--- config.mk ---
export PLATFORM = sky130hd
export DESIGN_NAME = async_fifo_wr_arbiter
export DESIGN_NICKNAME = d
export VERILOG_FILES = /design/src/rtl/async_fifo_wr_arbiter.sv
export SDC_FILE = /design/constraint.sdc
export NUM_CORES = 1
export LEC_CHECK = 0
export BUFFER_PORTS_ARGS = -buffer_cell sky130_fd_sc_hd__buf_2
export CAP_MARGIN = 15
export CORE_MARGIN = 2
export CORE_UTILIZATION = 41
export CTS_CLUSTER_SIZE = 14
export DETAILED_ROUTE_END_ITERATION = 12
export PLACE_DENSITY_LB_ADDON = 0.25
export SLEW_MARGIN = 20
export SYNTH_ARGS = -nofsm -noshare
export SYNTH_HDL_FRONTEND = slang
export SYNTH_SLANG_ARGS = --single-unit
--- constraint.sdc ---
create_clock -name CLK -period 3.2 [get_ports CLK]
set_input_delay 0.32 -clock CLK [delete_from_list [all_inputs] [get_ports CLK]]
set_output_delay 0.32 -clock CLK [all_outputs]
set_load 0.05 [all_outputs]
--- src/rtl/async_fifo_wr_arbiter.sv ---
// Round-robin arbiter for the write port of an async FIFO. Multi-beat messages hold the grant
// until LAST. Each beat is tagged with its source index, and a burst limit catches a missing LAST.
module async_fifo_wr_arbiter #(
    parameter  int NUM_REQ   = 4,
    parameter  int WIDTH     = 32,
    parameter  int MAX_BURST = 16,
    localparam int ID_W      = $clog2(NUM_REQ)
) (
    input  logic                     CLK,
    input  logic                     RST,
    input  logic [NUM_REQ-1:0]       REQ_VALID,
    input  logic [NUM_REQ-1:0]       REQ_LAST,
    input  logic [NUM_REQ*WIDTH-1:0] REQ_DATA,
    output logic [NUM_REQ-1:0]       REQ_READY,
    input  logic                     FIFO_WR_RDY,
    output logic                     FIFO_WR_EN,
    output logic [WIDTH+ID_W-1:0]    FIFO_WR_DATA,
    output logic [ID_W-1:0]          GRANT_ID,
    output logic                     BUSY,
    output logic                     ERR_OVERRUN
);
    localparam int CNT_W = (MAX_BURST == 0) ? 1 : $clog2(MAX_BURST + 1);
    localparam logic [CNT_W-1:0] BURST_LAST = (MAX_BURST == 0) ? '0 : CNT_W'(MAX_BURST - 1);

    typedef enum logic {IDLE, LOCKED} state_t;

    state_t           state_reg, state_next;
    logic [ID_W-1:0]  rr_ptr_reg;
    logic [ID_W-1:0]  grant_reg;
    logic [CNT_W-1:0] beat_cnt_reg;
    logic             err_reg;

    logic [WIDTH-1:0] req_data_arr [NUM_REQ];
    logic [ID_W-1:0]  scan_idx;
    logic [ID_W-1:0]  sel;
    logic             xfer;
    logic             overrun_hit;

    generate
        for (genvar gi = 0; gi < NUM_REQ; gi++) begin : g_unpack
            assign req_data_arr[gi] = REQ_DATA[gi*WIDTH +: WIDTH];
        end
    endgenerate

    // Walk candidates from farthest to nearest so the nearest valid one after rr_ptr wins.
    always_comb begin
        scan_idx = rr_ptr_reg;
        for (int k = NUM_REQ; k >= 1; k--) begin
            int cand;
            cand = int'(rr_ptr_reg) + k;
            if (cand >= NUM_REQ) begin
                cand = cand - NUM_REQ;
            end
            if (REQ_VALID[cand]) begin
                scan_idx = ID_W'(cand);
            end
        end
    end

    assign sel         = (state_reg == LOCKED) ? grant_reg : scan_idx;
    assign xfer        = REQ_VALID[sel] & FIFO_WR_RDY & ~RST;
    assign overrun_hit = (MAX_BURST != 0) && (beat_cnt_reg == BURST_LAST);

    always_ff @(posedge CLK) begin
        if (RST) begin
            state_reg <= IDLE;
        end else begin
            state_reg <= state_next;
        end
    end

    always_comb begin
        state_next = state_reg;
        case (state_reg)
            IDLE: begin
                if (xfer && !REQ_LAST[sel]) begin
                    state_next = LOCKED;
                end
            end
            LOCKED: begin
                if (xfer && (REQ_LAST[sel] || overrun_hit)) begin
                    state_next = IDLE;
                end
            end
            default: state_next = IDLE;
        endcase
    end

    always_comb begin
        REQ_READY = '0;
        if (xfer) begin
            REQ_READY[sel] = 1'b1;
        end
        FIFO_WR_EN   = xfer;
        FIFO_WR_DATA = {sel, req_data_arr[sel]};
        GRANT_ID     = grant_reg;
        BUSY         = (state_reg == LOCKED);
        ERR_OVERRUN  = err_reg;
    end

    // The pointer moves only on the first beat, so a stalled requester keeps its turn.
    always_ff @(posedge CLK) begin
        if (RST) begin
            rr_ptr_reg   <= ID_W'(NUM_REQ - 1);
            grant_reg    <= '0;
            beat_cnt_reg <= '0;
            err_reg      <= 1'b0;
        end else if (xfer) begin
            if (state_reg == IDLE) begin
                rr_ptr_reg   <= sel;
                grant_reg    <= sel;
                beat_cnt_reg <= REQ_LAST[sel] ? CNT_W'(0) : CNT_W'(1);
            end else if (REQ_LAST[sel]) begin
                beat_cnt_reg <= '0;
            end else if (overrun_hit) begin
                beat_cnt_reg <= '0;
                err_reg      <= 1'b1;
            end else if (beat_cnt_reg != '1) begin
                beat_cnt_reg <= beat_cnt_reg + CNT_W'(1);
            end
        end
    end
endmodule

==> results of run 1 <==
==> worst max-delay path by stage <==
stage | startpoint | endpoint
finish | rr_ptr_reg[0]$_SDFFE_PP1P_ | FIFO_WR_DATA[27]
CTS | rr_ptr_reg[0]$_SDFFE_PP1P_ | FIFO_WR_DATA[27]
floorplan | BUSY$_SDFF_PP0_ | FIFO_WR_DATA[1]
global route | rr_ptr_reg[0]$_SDFFE_PP1P_ | FIFO_WR_DATA[2]
detailed placement | rr_ptr_reg[0]$_SDFFE_PP1P_ | FIFO_WR_DATA[20]
global placement | rr_ptr_reg[0]$_SDFFE_PP1P_ | FIFO_WR_DATA[27]
==> kinds of logic (layout without fill, tap and decap cells) <==
logic type               after synthesis  count (layout)  share of synthesized area
AND/OR/NAND/NOR                      219             219                      0.518
adder cells (fa/ha/maj)                1               1                    0.00641
AO/OA/AOI/OAI                         72              72                      0.261
flip-flops                            11              11                      0.113
multiplexers                           4               4                     0.0269
other                                  0               2                          0
buffers and inverters                 31             199                     0.0749
==> placed cells by master (no fill, tap or decap), drive strengths merged, types with 2 or more instances in the layout <==
master,instances
buf,188
nand2,137
and3,35
a31oi,34
nor2,13
dfxtp,11
nor2b,9
nand2b,9
o21ai,9
a21oi,8
inv,6
clkbuf,5
nand3,4
mux2i,3
a211o,3
diode,2
and2b,2
o2111a,2
a41oi,2
a211oi,2
or4,2
nor3,2
==> layer usage <==
metal | wire length (um) | vias up | GRT usage
li1 | - | 1525 | -
met1 | 3280 | 1332 | 0.338
met2 | 3550 | 157 | 0.419
met3 | 924 | 16 | 0.106
met4 | 80 | 2 | 0.0329
met5 | 13 | - | 0
==> stage by stage <==
stage	hold slack, ns	cell area (um2)	util	setup WS, ns
floorplan	0.459	1960	-	0.142
finish	0.391	2950	0.633	0.302
detailed placement	0.489	2890	0.620	0.450
global placement	0.479	2890	0.620	0.490
global route	0.405	2950	0.632	0.0759
CTS	0.399	2930	0.630	0.165
==> area by class of cell <==
cell class,count,area (um2)
Fill cell,472,1710
Multi-Input combinational cell,296,1600
Timing Repair Buffer,189,985
Sequential cell,11,220
Tap cell,54,67.6
Clock buffer,4,45.0
Inverter,6,25.0
Antenna cell,2,5.00
==> where the power goes <==
| group | total [mW] | switching [mW] | leakage [nW] | internal [mW] |
|---|---|---|---|---|
| sequential | 0.178 | 0.0275 | 0.0894 | 0.150 |
| combinational | 2.08 | 1.51 | 1.52 | 0.572 |
| clock | 0.146 | 0.0580 | 0.0228 | 0.0879 |
==> critical path, delay by kind of cell, from the launching register on <==
family,cells,cell delay [ns]
flops,1,0.51
buf+inv,2,0.63
simple gates,3,0.57
compound gates,3,0.63
==> out/metrics.cfg, run 1 <==
[timing]
fin_setup_tns_ns=0
finClkSkew_ns=0.00549
max_freq_mhz=345
slew_violations=0
setup_violations=0
final_hold_viol_count=0
tightest_slew_ns=0.378
period_share=0.905
min_period_ns=2.90
rsz0062_at_grt=no
maxSlewHeadroom=0.748

[cells_and_area]
area_growth_syn_to_layout_pct=51.0
drive_above_1_share=0.407
nets=647
finalNonFillerCells=562
largest_reg_flops=5

[global_route]
grt_overflow=0
grt_max_degree=52
grtUsageTotal=0.262
antenna_found_initial=4
first_global_vias=2473
grt_pass1_wl_um=11300

[critical_path]
path_cells=and2b_1 -> o21ai_2 -> a31o_2 -> clkbuf_8 -> nand2_1 -> and3_1 -> a31oi_1 -> buf_2
crit_arrival_ns=2.58
end_kind=output pin
path_max_fanout=51
path_class=reg -> out
ff2ff_setup_slack_ns=0.77
r2r_start=rr_ptr_reg[0]$_SDFFE_PP1P_
ff2ff_path_depth=9
startpoint_type=flip-flop
slowest_delay_ns=0.51
cp.required_ns=2.88
crit_slowest_cell=dfxtp_1
worst_r2r_endpoint=rr_ptr_reg[0]$_SDFFE_PP1P_

[clocking]
htreeDepth=1
insertion_delay_ns=0.25
cts_hold_buf=0
cts_buffers=3
tritoncts=done
clk_pin_slew_ns=0.06
cts.sinks=11
cts_setup_buffers=0
clk_path_buf_depth=2
clock-root-buffer=clkbuf_8
ctsResizeCount=0

[logic_synthesis]
ys_seq_elements=11
syn-instance-count=338
yosysTopAreaCell=nand2_1
synth_area_per_cell_um2=5.78
netlist_area_um2=1950
synth_commonest_cells=nand2_1 (137), and3_1 (35), a31oi_1 (34)
yosys.cell_types.count=48
synth_most_common_cell=nand2_1
ys_seq_area_frac=0.113
synth_top_area_frac=0.263
synth-edff-count=0
synth_async_sr_flop_share=0
synthTopCellsByArea=nand2_1 (26%), dfxtp_1 (11%), and3_1 (11%)
yosysWarningCount=0
syn_nets=478
synth_ff_type=dfxtp_1

[run]
maxCapViolCount=0

[die]
core_region_area_um2=4660
die_area_um2=5330
start_util=0.419
die_w_um=73.0
io_pins=182
die_h_um=73.0
num_rows=25

[route]
routed_wl_um=7850
route.vias.total=3032
ant_nets=0
wl_per_cell_um=14.0
first_pass_iters=5
first_iter_violations=195
drc_errors=0
viasPerCell=5.40

[pwr]
p_total_mw=2.41
p_per_area_nw_per_um2=817
ir_drop_mv=0.369
power.leakage_nw=1.64

[hold_path]
whs_endpoint=BUSY$_SDFF_PP0_
hold_depth=2
hp-start=RST
hp-class=in -> reg

[place]
hpwl_um=6050
place_inst=556
gp_congestion=0.920
portBuffers=181

[status]
status=completed

No activity file was read; power rests on OpenSTA's default activity.
==> inputs of run 2 (changes only) <==
--- a/config.mk
+++ b/config.mk
@@ -5,13 +5,15 @@
 export SDC_FILE = /design/constraint.sdc
 export NUM_CORES = 1
 export LEC_CHECK = 0
+export ABC_AREA = 1
 export BUFFER_PORTS_ARGS = -buffer_cell sky130_fd_sc_hd__buf_2
 export CAP_MARGIN = 15
 export CORE_MARGIN = 2
-export CORE_UTILIZATION = 41
+export CORE_UTILIZATION = 39
 export CTS_CLUSTER_SIZE = 14
 export DETAILED_ROUTE_END_ITERATION = 12
-export PLACE_DENSITY_LB_ADDON = 0.25
+export GPL_TIMING_DRIVEN = 1
+export PLACE_DENSITY = 0.89
 export SLEW_MARGIN = 20
 export SYNTH_ARGS = -nofsm -noshare
 export SYNTH_HDL_FRONTEND = slang
==> run 2 against run 1 <==
  * Final area fell by 6.6%
  * Largest cell class unchanged
  * Critical endpoint is now FIFO_WR_DATA[4]
  * Register-to-register slack got worse by 0.07 ns
  * Via count fell by 4.3%
==> out/metrics.cfg, run 2 <==
[logic_synthesis]
ys_seq_area_frac=0.127
synth_ff_type=dfxtp_1
yosysWarningCount=0
synth_top_area_frac=0.240
yosys.cell_types.count=26
synth_async_sr_flop_share=0
synthTopCellsByArea=nand3_1 (24%), nand2_1 (21%), a22oi_1 (14%)
ys_seq_elements=11
syn_nets=451
yosysTopAreaCell=nand3_1
syn-instance-count=311
synth_most_common_cell=nand2_1
synth-edff-count=0
synth_area_per_cell_um2=5.57
netlist_area_um2=1730
synth_commonest_cells=nand2_1 (98), nand3_1 (83), a22oi_1 (32)

[cells_and_area]
largest_reg_flops=5
nets=626
layout_common_cells=buf_2 (181), nand2_1 (97), nand3_1 (83), a22oi_1 (32), nor2_1 (17)
layout_commonest_cell=buf_2
area_growth_syn_to_layout_pct=59.0
drive_above_1_share=0.447

[hold_path]
whs_endpoint=GRANT_ID[0]$_SDFFE_PP0P_
hold_depth=2
hp-class=in -> reg
hp-start=RST

[clocking]
clk_pin_slew_ns=0.05
tritoncts=done
clk_path_buf_depth=2
cts.sinks=11
htreeDepth=1
cts_buffers=3
clock-root-buffer=clkbuf_8
cts_hold_buf=0
insertion_delay_ns=0.24

[timing]
period_share=0.941
rsz0062_at_grt=no
min_period_ns=3.01
maxSlewHeadroom=0.750
fin_setup_tns_ns=0
tightest_slew_ns=0.375
setup_violations=0
finClkSkew_ns=0.00227
max_freq_mhz=332
final_hold_viol_count=0
slew_violations=0

[global_route]
grt_max_degree=37
first_global_vias=2451
grtUsageTotal=0.294
grt_overflow=0
grt_pass1_wl_um=11900
antenna_found_initial=7

[critical_path]
path_class=reg -> out
ff2ff_setup_slack_ns=0.70
startpoint_type=flip-flop
path_cells=inv_4 -> nand3_1 -> nand2_1 -> nor2_2 -> nand2_1 -> nand2_1 -> nand2_2 -> nand3_4 -> nand2_8 -> nand2_2 -> clkinvlp_4 -> buf_12 -> a22oi_1 -> nand3_1 -> buf_2
crit_arrival_ns=2.69
crit_slowest_cell=dfxtp_2
path_max_fanout=26
end_kind=output pin
ff2ff_path_depth=18
r2r_start=rr_ptr_reg[0]$_SDFFE_PP1P_
worst_r2r_endpoint=rr_ptr_reg[0]$_SDFFE_PP1P_
slowest_delay_ns=0.46
cp.required_ns=2.88
path_common_cell=nand2_1

[die]
io_pins=182
core_region_area_um2=4320
die_w_um=70.6
die_h_um=70.6
die_area_um2=4990
num_rows=24
start_util=0.400

[route]
route.vias.total=2901
drc_errors=0
wl_per_cell_um=14.8
first_pass_iters=7
viasPerCell=5.37
ant_nets=0
routed_wl_um=7970
first_iter_violations=197

[run]
maxCapViolCount=0

[place]
gp_congestion=0.931
portBuffers=181
hpwl_um=6370

[status]
status=completed

run 2: layer usage:
layer	GRT usage	up-vias	wire, um
li1	-	1422	-
met1	0.378	1251	2950
met2	0.469	205	3590
met3	0.123	17	1320
met4	0.0524	6	70
met5	0	-	38
run 2: timing repair:
item,CTS,global route
buffers inserted,0,4
resized for setup,1,4
setup endpoints to repair,3,25
gates cloned,0,0
run 2: worst max path at each step:
stage,startpoint,to,slack [ns],cells past startpoint
after detailed placement,rr_ptr_reg[0]$_SDFFE_PP1P_,FIFO_WR_DATA[14],0.25,16
after floorplan,BUSY$_SDFF_PP0_,REQ_READY[0],0.03,7
after global routing,rr_ptr_reg[0]$_SDFFE_PP1P_,FIFO_WR_EN,0.04,16
after CTS,rr_ptr_reg[1]$_SDFFE_PP1P_,FIFO_WR_DATA[14],0.12,16
after global placement,rr_ptr_reg[0]$_SDFFE_PP1P_,FIFO_WR_DATA[4],0.40,16
final,rr_ptr_reg[0]$_SDFFE_PP1P_,FIFO_WR_DATA[4],0.19,15
run 2: critical path: cells and delay by family (launching register included):
| kind | cells | cell delay (ns) |
|---|---|---|
| AND/OR/NAND/NOR | 10 | 1.04 |
| AO/OA/AOI/OAI | 1 | 0.24 |
| flip-flops | 1 | 0.46 |
| buffers and inverters | 4 | 0.68 |
run 2: per-stage QoR:
stage / hold WS (ns) / worst slack, ns / cells / utilization / area (um2)
after floorplan: 0.389 / 0.0347 / 311 / - / 1730
after global placement: 0.450 / 0.403 / 529 / 0.614 / 2650
after detailed placement: 0.466 / 0.245 / 529 / 0.614 / 2650
after CTS: 0.308 / 0.123 / 533 / 0.624 / 2700
after global routing: 0.319 / 0.0389 / 537 / 0.635 / 2750
final: 0.307 / 0.190 / 540 / 0.637 / 2750
run 2: cell families (layout without fill, tap and decap cells):
family / Yosys count / after routing / share of synthesized area
AND/OR/NAND/NOR: 216 / 216 / 0.581
flip-flops: 11 / 11 / 0.127
adder cells (fa/ha/maj): 1 / 1 / 0.00722
buffers and inverters: 39 / 213 / 0.107
XOR/XNOR: 2 / 2 / 0.0101
other: 0 / 3 / 0
AO/OA/AOI/OAI: 42 / 42 / 0.168
run 2: cell type report:
type | instances | area, um2
antenna | 3 | 7.51
clock buffer | 4 | 45.0
fill | 412 | 1570
inverter | 19 | 77.6
multi-input combinational | 261 | 1340
sequential | 11 | 223
tap | 52 | 65.1
timing repair buffer | 190 | 998
Power of run 2 is not shown: default switching activity piles up to over one toggle a cycle in this logic, so the estimate is an artifact.
